===== config.mk =====
export PLATFORM = sky130hd
export DESIGN_NAME = sd_req_arbiter
export DESIGN_NICKNAME = d
export VERILOG_FILES = /design/src/rtl/sd_req_pkg.sv /design/src/rtl/rr_pick.sv /design/src/rtl/sd_req_arbiter.sv
export SDC_FILE = /design/constraint.sdc
export NUM_CORES = 1
export LEC_CHECK = 0
export ABC_AREA = 1
export CAP_MARGIN = 30
export CORE_MARGIN = 4
export CORE_UTILIZATION = 47
export CTS_CLUSTER_SIZE = 8
export DETAILED_ROUTE_END_ITERATION = 8
export GPL_TIMING_DRIVEN = 1
export PLACE_DENSITY = 0.77
export SYNTH_ARGS = -nofsm -noshare
export SYNTH_HDL_FRONTEND = slang
export SYNTH_SLANG_ARGS = --single-unit

===== constraint.sdc =====
create_clock -name clk -period 2.4 [get_ports clk]
set_input_delay 0.6 -clock clk [delete_from_list [all_inputs] [get_ports clk]]
set_output_delay 0.6 -clock clk [all_outputs]
set_load 0.05 [all_outputs]

===== src/rtl/sd_req_pkg.sv =====
// Shared constants for the multi-channel SD request arbiter: MCU command codes,
// grant FSM states and bit positions inside the MCU status bytes.
package sd_req_pkg;

    localparam logic [7:0] CMD_STATUS = 8'd1;
    localparam logic [7:0] CMD_GO     = 8'd2;
    localparam logic [7:0] CMD_ABORT  = 8'd6;

    // Grant index is always carried as 3 bits so the status byte layout is fixed.
    localparam int IDX_W = 3;

    typedef enum logic [1:0] {
        ST_IDLE    = 2'd0,
        ST_GRANTED = 2'd1,
        ST_ACTIVE  = 2'd2
    } grant_state_e;

    localparam int STAT_GRANTED_BIT = 7;
    localparam int STAT_BE_BUSY_BIT = 6;
    localparam int STAT_ACTIVE_BIT  = 5;
    localparam int STAT_DIR_BIT     = 7;

endpackage


===== src/rtl/rr_pick.sv =====
// Combinational round-robin picker: first set bit of pend searching upward from
// rr_ptr+1, wrapping modulo NUM_CH.
module rr_pick
    import sd_req_pkg::*;
#(
    parameter int NUM_CH = 5
) (
    input  logic [NUM_CH-1:0] pend,
    input  logic [IDX_W-1:0]  rr_ptr,
    output logic [IDX_W-1:0]  idx,
    output logic              valid
);

    localparam int CH_W = (NUM_CH > 1) ? $clog2(NUM_CH) : 1;

    int              cand;
    logic [CH_W-1:0] cand_i;

    // Scan from the farthest candidate down so the nearest pending channel wins.
    always_comb begin
        idx    = '0;
        valid  = 1'b0;
        cand   = 0;
        cand_i = '0;
        for (int k = NUM_CH; k >= 1; k--) begin
            cand = int'(rr_ptr) + k;
            if (cand >= NUM_CH) begin
                cand = cand - NUM_CH;
            end
            cand_i = CH_W'(cand);
            if (pend[cand_i]) begin
                idx   = IDX_W'(cand);
                valid = 1'b1;
            end
        end
    end

endmodule


===== src/rtl/sd_req_arbiter.sv =====
// Multi-channel SD sector request arbiter: captures per-channel read/write requests,
// grants them round-robin, hands the grant to the MCU and drives the SD backend.
module sd_req_arbiter
    import sd_req_pkg::*;
#(
    parameter int NUM_CH   = 5,
    parameter int SECTOR_W = 32
) (
    input  logic                       clk,
    input  logic                       reset,
    input  logic [NUM_CH-1:0]          req_rd,
    input  logic [NUM_CH-1:0]          req_wr,
    input  logic [NUM_CH*SECTOR_W-1:0] req_sector,
    output logic [NUM_CH-1:0]          ch_done,
    output logic [NUM_CH-1:0]          ch_err,
    input  logic                       data_strobe,
    input  logic                       data_start,
    input  logic [7:0]                 data_in,
    output logic [7:0]                 data_out,
    output logic                       irq,
    input  logic                       iack,
    output logic                       be_rstart,
    output logic                       be_wstart,
    output logic [SECTOR_W-1:0]        be_sector,
    input  logic                       be_busy,
    input  logic                       be_done
);

    localparam int SB   = SECTOR_W / 8;
    localparam int CH_W = (NUM_CH > 1) ? $clog2(NUM_CH) : 1;

    grant_state_e         state_q, state_d;
    logic [IDX_W-1:0]     grant_ch_q, grant_ch_d;
    logic [IDX_W-1:0]     rr_ptr_q, rr_ptr_d;
    logic [NUM_CH-1:0]    pend_q, pend_d;
    logic [NUM_CH-1:0]    dir_q, dir_d;
    logic [SECTOR_W-1:0]  sec_q [NUM_CH];
    logic [SECTOR_W-1:0]  sec_d [NUM_CH];
    logic [NUM_CH-1:0]    req_rd_q, req_wr_q;
    logic                 irq_q, irq_d;
    logic [NUM_CH-1:0]    ch_done_q, ch_done_d;
    logic [NUM_CH-1:0]    ch_err_q, ch_err_d;
    logic [7:0]           data_out_q, data_out_d;
    logic [7:0]           command_q, command_d;
    logic [3:0]           byte_cnt_q, byte_cnt_d;
    logic [SECTOR_W-1:0]  tsec_q, tsec_d;
    logic [SECTOR_W-1:0]  be_sector_q, be_sector_d;
    logic                 be_rstart_q, be_rstart_d;
    logic                 be_wstart_q, be_wstart_d;

    logic [NUM_CH-1:0]    rd_rise, wr_rise;
    logic [SECTOR_W-1:0]  req_sec [NUM_CH];
    logic [IDX_W-1:0]     pick_idx;
    logic                 pick_valid;
    logic [CH_W-1:0]      gidx;

    assign rd_rise = req_rd & ~req_rd_q;
    assign wr_rise = req_wr & ~req_wr_q;
    assign gidx    = grant_ch_q[CH_W-1:0];

    genvar gi;
    generate
        for (gi = 0; gi < NUM_CH; gi++) begin : g_sec
            assign req_sec[gi] = req_sector[gi*SECTOR_W +: SECTOR_W];
        end
    endgenerate

    rr_pick #(
        .NUM_CH (NUM_CH)
    ) u_rr_pick (
        .pend   (pend_q),
        .rr_ptr (rr_ptr_q),
        .idx    (pick_idx),
        .valid  (pick_valid)
    );

    always_comb begin
        state_d     = state_q;
        grant_ch_d  = grant_ch_q;
        rr_ptr_d    = rr_ptr_q;
        pend_d      = pend_q;
        dir_d       = dir_q;
        sec_d       = sec_q;
        irq_d       = irq_q;
        ch_done_d   = '0;
        ch_err_d    = '0;
        data_out_d  = data_out_q;
        command_d   = command_q;
        byte_cnt_d  = byte_cnt_q;
        tsec_d      = tsec_q;
        be_sector_d = be_sector_q;
        be_rstart_d = be_rstart_q;
        be_wstart_d = be_wstart_q;

        // A channel that is still pending ignores new edges; read beats a coincident write.
        for (int i = 0; i < NUM_CH; i++) begin
            if (!pend_q[i] && (rd_rise[i] || wr_rise[i])) begin
                pend_d[i] = 1'b1;
                dir_d[i]  = !rd_rise[i];
                sec_d[i]  = req_sec[i];
            end
        end

        if (iack) begin
            irq_d = 1'b0;
        end

        case (state_q)
            ST_IDLE: begin
                if (pick_valid) begin
                    grant_ch_d = pick_idx;
                    state_d    = ST_GRANTED;
                    irq_d      = 1'b1;
                end
            end
            ST_ACTIVE: begin
                if (be_done) begin
                    be_rstart_d     = 1'b0;
                    be_wstart_d     = 1'b0;
                    ch_done_d[gidx] = 1'b1;
                    pend_d[gidx]    = 1'b0;
                    rr_ptr_d        = grant_ch_q;
                    state_d         = ST_IDLE;
                end
            end
            default: ;
        endcase

        if (data_strobe) begin
            if (data_start) begin
                command_d  = data_in;
                byte_cnt_d = 4'd0;
                data_out_d = '0;
                data_out_d[STAT_GRANTED_BIT] = (state_q != ST_IDLE);
                data_out_d[STAT_BE_BUSY_BIT] = be_busy;
                data_out_d[STAT_ACTIVE_BIT]  = (state_q == ST_ACTIVE);
                data_out_d[2:0]              = grant_ch_q;
            end else begin
                byte_cnt_d = (byte_cnt_q == 4'd15) ? 4'd15 : byte_cnt_q + 4'd1;
                case (command_q)
                    CMD_STATUS: begin
                        data_out_d = '0;
                        if (byte_cnt_q == 4'd0) begin
                            data_out_d[STAT_DIR_BIT] = dir_q[gidx];
                            for (int i = 0; i < NUM_CH && i < 7; i++) begin
                                data_out_d[i] = pend_q[i];
                            end
                        end else begin
                            // Byte k (1..SB) carries sector byte SB-k, i.e. MSB first.
                            for (int b = 0; b < SB; b++) begin
                                if (byte_cnt_q == 4'(SB - b)) begin
                                    data_out_d = sec_q[gidx][b*8 +: 8];
                                end
                            end
                        end
                    end
                    CMD_GO: begin
                        if (byte_cnt_q < 4'(SB)) begin
                            tsec_d     = (tsec_q << 8) | SECTOR_W'(data_in);
                            data_out_d = 8'hff;
                            if (byte_cnt_q == 4'(SB - 1) && state_q == ST_GRANTED) begin
                                be_sector_d = tsec_d;
                                be_rstart_d = !dir_q[gidx];
                                be_wstart_d = dir_q[gidx];
                                state_d     = ST_ACTIVE;
                            end
                        end else begin
                            data_out_d = {7'd0, be_rstart_q | be_wstart_q};
                        end
                    end
                    CMD_ABORT: begin
                        data_out_d = 8'h00;
                        if (byte_cnt_q == 4'd0 && state_q == ST_GRANTED) begin
                            ch_done_d[gidx] = 1'b1;
                            ch_err_d[gidx]  = 1'b1;
                            pend_d[gidx]    = 1'b0;
                            rr_ptr_d        = grant_ch_q;
                            state_d         = ST_IDLE;
                        end
                    end
                    default: data_out_d = 8'h00;
                endcase
            end
        end
    end

    always_ff @(posedge clk) begin
        // Edge history tracks the inputs even in reset so held levels are not re-captured.
        req_rd_q <= req_rd;
        req_wr_q <= req_wr;
        if (reset) begin
            state_q     <= ST_IDLE;
            grant_ch_q  <= '0;
            rr_ptr_q    <= IDX_W'(NUM_CH - 1);
            pend_q      <= '0;
            dir_q       <= '0;
            for (int i = 0; i < NUM_CH; i++) begin
                sec_q[i] <= '0;
            end
            irq_q       <= 1'b0;
            ch_done_q   <= '0;
            ch_err_q    <= '0;
            data_out_q  <= '0;
            command_q   <= '0;
            byte_cnt_q  <= 4'd15;
            tsec_q      <= '0;
            be_sector_q <= '0;
            be_rstart_q <= 1'b0;
            be_wstart_q <= 1'b0;
        end else begin
            state_q     <= state_d;
            grant_ch_q  <= grant_ch_d;
            rr_ptr_q    <= rr_ptr_d;
            pend_q      <= pend_d;
            dir_q       <= dir_d;
            sec_q       <= sec_d;
            irq_q       <= irq_d;
            ch_done_q   <= ch_done_d;
            ch_err_q    <= ch_err_d;
            data_out_q  <= data_out_d;
            command_q   <= command_d;
            byte_cnt_q  <= byte_cnt_d;
            tsec_q      <= tsec_d;
            be_sector_q <= be_sector_d;
            be_rstart_q <= be_rstart_d;
            be_wstart_q <= be_wstart_d;
        end
    end

    assign ch_done   = ch_done_q;
    assign ch_err    = ch_err_q;
    assign data_out  = data_out_q;
    assign irq       = irq_q;
    assign be_rstart = be_rstart_q;
    assign be_wstart = be_wstart_q;
    assign be_sector = be_sector_q;

endmodule

After elaboration in Yosys (flattened, before gate mapping)
Index checks and enable logic that the tools add are counted. Widths: inputs -> output; s select.

Mux-type cells: 93. Order comparisons: 14. Equality and inequality tests: 10. Reductions and logical operators: 32. Bitwise operators: 15. $add $sub $neg: 11.

Operators with widths (count): $bmux 32 s3 (1); $mux 5 (13); $mux 32 (2); $mux 3 (16); $mux 8 (6); $mux 1 (35); $or 32x8->32 (1); $lt 3x4->1 const B (6); $and 5x5->5 (4); $ge 4x3->1 const B (5); $bmux 1 s3 (6); $mux 2 (8); $pmux 8 s2 (1); $not 5->5 (3); $sub 3x3->3 const B (5); $logic_not 1->1 (11); $add 3x2->4 const B (2); $add 3x3->4 const B (2); $eq 4x2->1 const B (2); $eq 8x1->1 const B (1); $eq 8x2->1 const B (1); $eq 8x3->1 const B (1); $logic_and 1x1->1 (8); $mux 4 (2); other kinds (24) (33).

Input port bits: 185. Flip-flop bits (word level): 277. Logic and storage cells: 201.

Depth between registers and ports, before layout
Word-level depth: 17. Mapped depth: 20. Depth with buffers taken out: 19.

Modules after synthesis
Synthesis repeated with hierarchy kept, for this count alone.

Cells, all modules: 1763. Area total of the unflattened synthesis: 12286.8 µm².

By module, submodules not included: sd_req_arbiter (instances 1, cells each 1600, seq. area each 5545.3 µm², area each 11392.2 µm²); rr_pick (instances 1, cells each 163, seq. area each 0.0 µm², area each 894.6 µm²).

Worst setup path before layout
OpenSTA, ideal clock, no wires.

Path kind: register -> register. Start point: register rr_ptr_q[0]. End point: register grant_ch_q[2], in the netlist gidx[2]. Stages on the path, launching flop included: 16. Buffers on the path: 1. Arrival time: 2486 ps. Path slack: -198 ps. Cells stage by stage: dfxtp_1 -> inv_2 -> buf_4 -> ha_1 -> ha_1 -> nand2_2 -> nand3_2 -> nand2_1 -> xor2_2 -> nor2_1 -> a21oi_4 -> nand4_4 -> nand2_4 -> nand2_1 -> nand2_1 -> nor2_1.

Longest elaborated chain between the ends: 11.

Ends and longest elaborated chain: from (decl) (RTL line sd_req_arbiter.sv:34) `logic [IDX_W-1:0] rr_ptr_q, rr_ptr_d;`; from (signal assigned) (RTL line sd_req_arbiter.sv:194) `rr_ptr_q <= IDX_W'(NUM_CH - 1);`; from (signal assigned) (RTL line sd_req_arbiter.sv:213) `rr_ptr_q <= rr_ptr_d;`; $add 3x3->4 (RTL line rr_pick.sv:26) `cand = int'(rr_ptr) + k;`; $ge 4x3->1 / $sub 3x3->3 (equally long branches) (RTL line rr_pick.sv:27, rr_pick.sv:28); $mux 3 (RTL line rr_pick.sv:27) `if (cand >= NUM_CH) begin`; $bmux 1 s3 (RTL line rr_pick.sv:31) `if (pend[cand_i]) begin`; $mux 1 (implied by the code) (RTL line rr_pick.sv:31); $mux 1 (5 in a row) (RTL line rr_pick.sv:31); $reduce_and 2->1 (no line); to (signal assigned) (RTL line sd_req_arbiter.sv:212) `grant_ch_q <= grant_ch_d;`; to (decl) (RTL line sd_req_arbiter.sv:33) `logic [IDX_W-1:0] grant_ch_q, grant_ch_d;`.

Parallel ways exist; a longest one is shown, timed or not. The select of a mux whose other input is x is not followed. A chain may end at the register's enable or synchronous reset.

Final worst setup path
Start point: register rr_ptr_q[0]. End point: register grant_ch_q[1], in the netlist gidx[1].

Same word-level chain as after synthesis.

==> flow_summary.json <==
{
  "outcome": "finished with violations",
  "violations": "setup timing",
  "cp_max_fo": 4,
  "pre_cts_slack_ps": -148,
  "holdBufCountCts": 0,
  "htreeDepth": 2,
  "cap_violations": 0,
  "netlist_area_sq_mm": 0.0121,
  "drc": 0,
  "area_delta_synth_final_pct": 37.7,
  "end_kind": "flip-flop",
  "gp_congestion": 0.942,
  "power.total_mw": 12.0,
  "fillers": 2100,
  "dr.pass1.iters": 6,
  "finClkSkew_ps": 18.5,
  "finalInstanceArea_sq_mm": 0.0166,
  "p_leak_nw": 6.76,
  "syn_inst": 1658,
  "grt_pass1_wl_mm": 63.3,
  "ys_types": 51,
  "regArea_sq_mm": 0.00556,
  "yosys_warnings": 0,
  "yosysTopAreaCell": "dfxtp_1",
  "critPathLaunch": "rr_ptr_q[0]",
  "drive_above_1_share": 0.113,
  "grt_pass1_vias": 12000,
  "die_area_sq_mm": 0.0283,
  "max_freq_mhz": 413,
  "async_reset_ff_frac": 0,
  "cts_buffer_depth": 3,
  "synth-edff-count": 0,
  "place_hpwl_mm": 30.2,
  "multi_input_area_sq_mm": 0.00568,
  "synth.area.top_cells": "dfxtp_1 (46%), o21ai_0 (12%), nor2_1 (9.0%), a21oi_1 (7.1%), nand2_1 (5.5%)",
  "syn_nets": 1859,
  "cts_sinks": 277,
  "hold_viol": 0,
  "synth_seq_cells": 277,
  "stdcell_count": 2276,
  "worst_ep_arrival_time_ps": 2820,
  "globalRouteOverflowTotal": 0,
  "num_vias": 12500,
  "cts_tree": "yes",
  "core_region_area_sq_mm": 0.0252,
  "grt_max_degree": 78,
  "clkSlewWorstSetupHoldPaths_ps": 60,
  "drtIter0Drc": 1265,
  "vdd_drop_max_v": 0.000425,
  "clockRootBuffer": "clkbuf_16",
  "relSlewSlack": 0.606,
  "crit_type": "reg2reg",
  "worst_slew_pin_slew_ps": 590,
  "regToRegStartpoint": "rr_ptr_q[0]",
  "start_util": 0.479,
  "drtAntennaViolNets": 0,
  "fin_ws_ps": -21.1,
  "placed_area_sq_mm": 0.0154,
  "fin_crit_sh": 1.01,
  "powerDensity_mw_per_mm2": 722,
  "synth_ff_type": "dfxtp_1",
  "yosysSeqAreaShare": 0.460,
  "cp-start-kind": "flip-flop",
  "num-nets-final": 2142,
  "netlist.area_leader.share": 0.460,
  "rsz0062_at_grt": "true",
  "dp.cells": 2227,
  "die_height_microns": 168,
  "clock_latency_ps": 520,
  "syn_area_per_cell_sq_um": 7.27,
  "fin_crit_ps": 2420,
  "die_width_microns": 168,
  "finalWirelength_mm": 41.3,
  "numCtsBuffers": 40,
  "num_rows": 58,
  "antenna_found_initial": 1,
  "slew_viol_final": 0,
  "numPortBuffers": 237,
  "crit_required_ps": 2800,
  "ios": 238,
  "hold_path.class": "reg2reg",
  "min_from": "sec_q[26]",
  "setup_viol_count_final": 2,
  "grt_usage": 0.278,
  "via_per_inst": 5.51,
  "post_drt_wl_per_cell_microns": 18.1
}
synthesized netlist by cell type (9+ instances only):
cell type	n
o211ai_1	9
nand2_1	177
buf_2	15
buf_1	9
nor3_1	14
a31oi_1	9
clkbuf_1	68
o2111ai_1	9
inv_1	140
ha_1	15
nand4_1	13
nor2_1	290
a21oi_1	172
o21ai_0	291
dfxtp_1	277
nand3_1	59
inv_2	13
o22ai_1	10
per-stage QoR:
step | utilization | hold WS [ps] | setup TNS [ps]
floorplan | - | 420 | 0
global placement | 0.610 | 438 | -26.7
detailed placement | 0.610 | 442 | -1440
CTS | 0.652 | 449 | 0
global route | 0.659 | 465 | -637
finish | 0.659 | 450 | -30.9
kinds of logic after synthesis:
group	Yosys count	synth area share
AND/OR/NAND/NOR	575	0.200
AO/OA/AOI/OAI	536	0.239
flip-flops	277	0.460
buffers and inverters	252	0.0814
adder cells (fa/ha/maj)	16	0.0172
XOR/XNOR	2	0.00270
state kept, by name (all words and copies together), names as in the netlist, 4 cells and up:
register	flops
ch_done	5
req_rd_q	5
ch_err	5
data_out	8
pend_q	5
byte_cnt_q	4
req_wr_q	5
be_sector	32
command_q	8
tsec_q	24
dir_q	5
sec_q	160
final timing paths:
path	depth (start not counted)	end	slack, ps
setup / recovery	20	gidx[1]	-20
hold / removal	2	sec_q[26]	450
setup reg to reg	20	gidx[1]	-20
hold reg to reg	2	sec_q[26]	450
where the power goes:
part / leakage (nW) / switching [mW] / total, mW / internal [mW]
combinational: 3.96 / 1.17 / 1.99 / 0.818
clock: 0.524 / 1.89 / 4.92 / 3.03
sequential: 2.28 / 0.162 / 5.07 / 4.91
placed cells by master, fill, tap and decap left out, types with 9 or more instances in the layout:
| master | netlist | layout |
|---|---|---|
| inv_2 | 13 | 10 |
| o2111ai_1 | 9 | 9 |
| dfxtp_1 | 277 | 272 |
| nand4_1 | 13 | 13 |
| o21ai_0 | 291 | 288 |
| nand3_1 | 59 | 56 |
| o22ai_1 | 10 | 10 |
| nand2_2 | 6 | 14 |
| ha_1 | 15 | 10 |
| clkbuf_16 | 0 | 41 |
| nor3_1 | 14 | 13 |
| nor2_1 | 290 | 288 |
| a21oi_1 | 172 | 171 |
| o211ai_1 | 9 | 9 |
| nand2_1 | 177 | 166 |
| buf_4 | 2 | 86 |
| clkdlybuf4s50_1 | 0 | 237 |
| inv_1 | 140 | 137 |
| buf_12 | 0 | 12 |
| a31oi_1 | 9 | 9 |
metal layers:
metal	track usage	routed length [microns]	vias to the layer above
li1	-	-	6067
met1	0.361	16900	5731
met2	0.460	19400	634
met3	0.0535	3470	101
met4	0.109	1530	0
met5	0	0	-
repair_timing:
action	4_1_cts	5_1_grt
hold endpoints to repair	0	0
gates resized for setup	1	47
buffers inserted	0	2
setup endpoints to repair	3	11
pin swaps	0	14
cell type report:
type                            instances  share of cell area
Inverter                              156              0.0364
Sequential cell                       277               0.335
Multi-Input combinational cell       1129               0.342
Timing Repair Buffer                  337               0.198
Antenna cell                            1            0.000151
Clock buffer                           44              0.0631
Clock inverter                          2             0.00106
Tap cell                              330              0.0249
critical path: stages (launching register included):
cell      delay [ps]
dfxtp_4          350
inv_6             70
ha_4             140
inv_4             40
fa_2             400
o21bai_4         200
nand2_2           90
nand2_4           70
inv_4             70
nand2_2           50
nand3_2           70
nand2_1           80
nand2_2          120
nand2_4           80
buf_6            130
nor2_4            70
nand2_1           60
nand3_1           70
nand2_1           50
nand2_1           70
a21oi_2           50
Power figures use the tool's default switching activity.
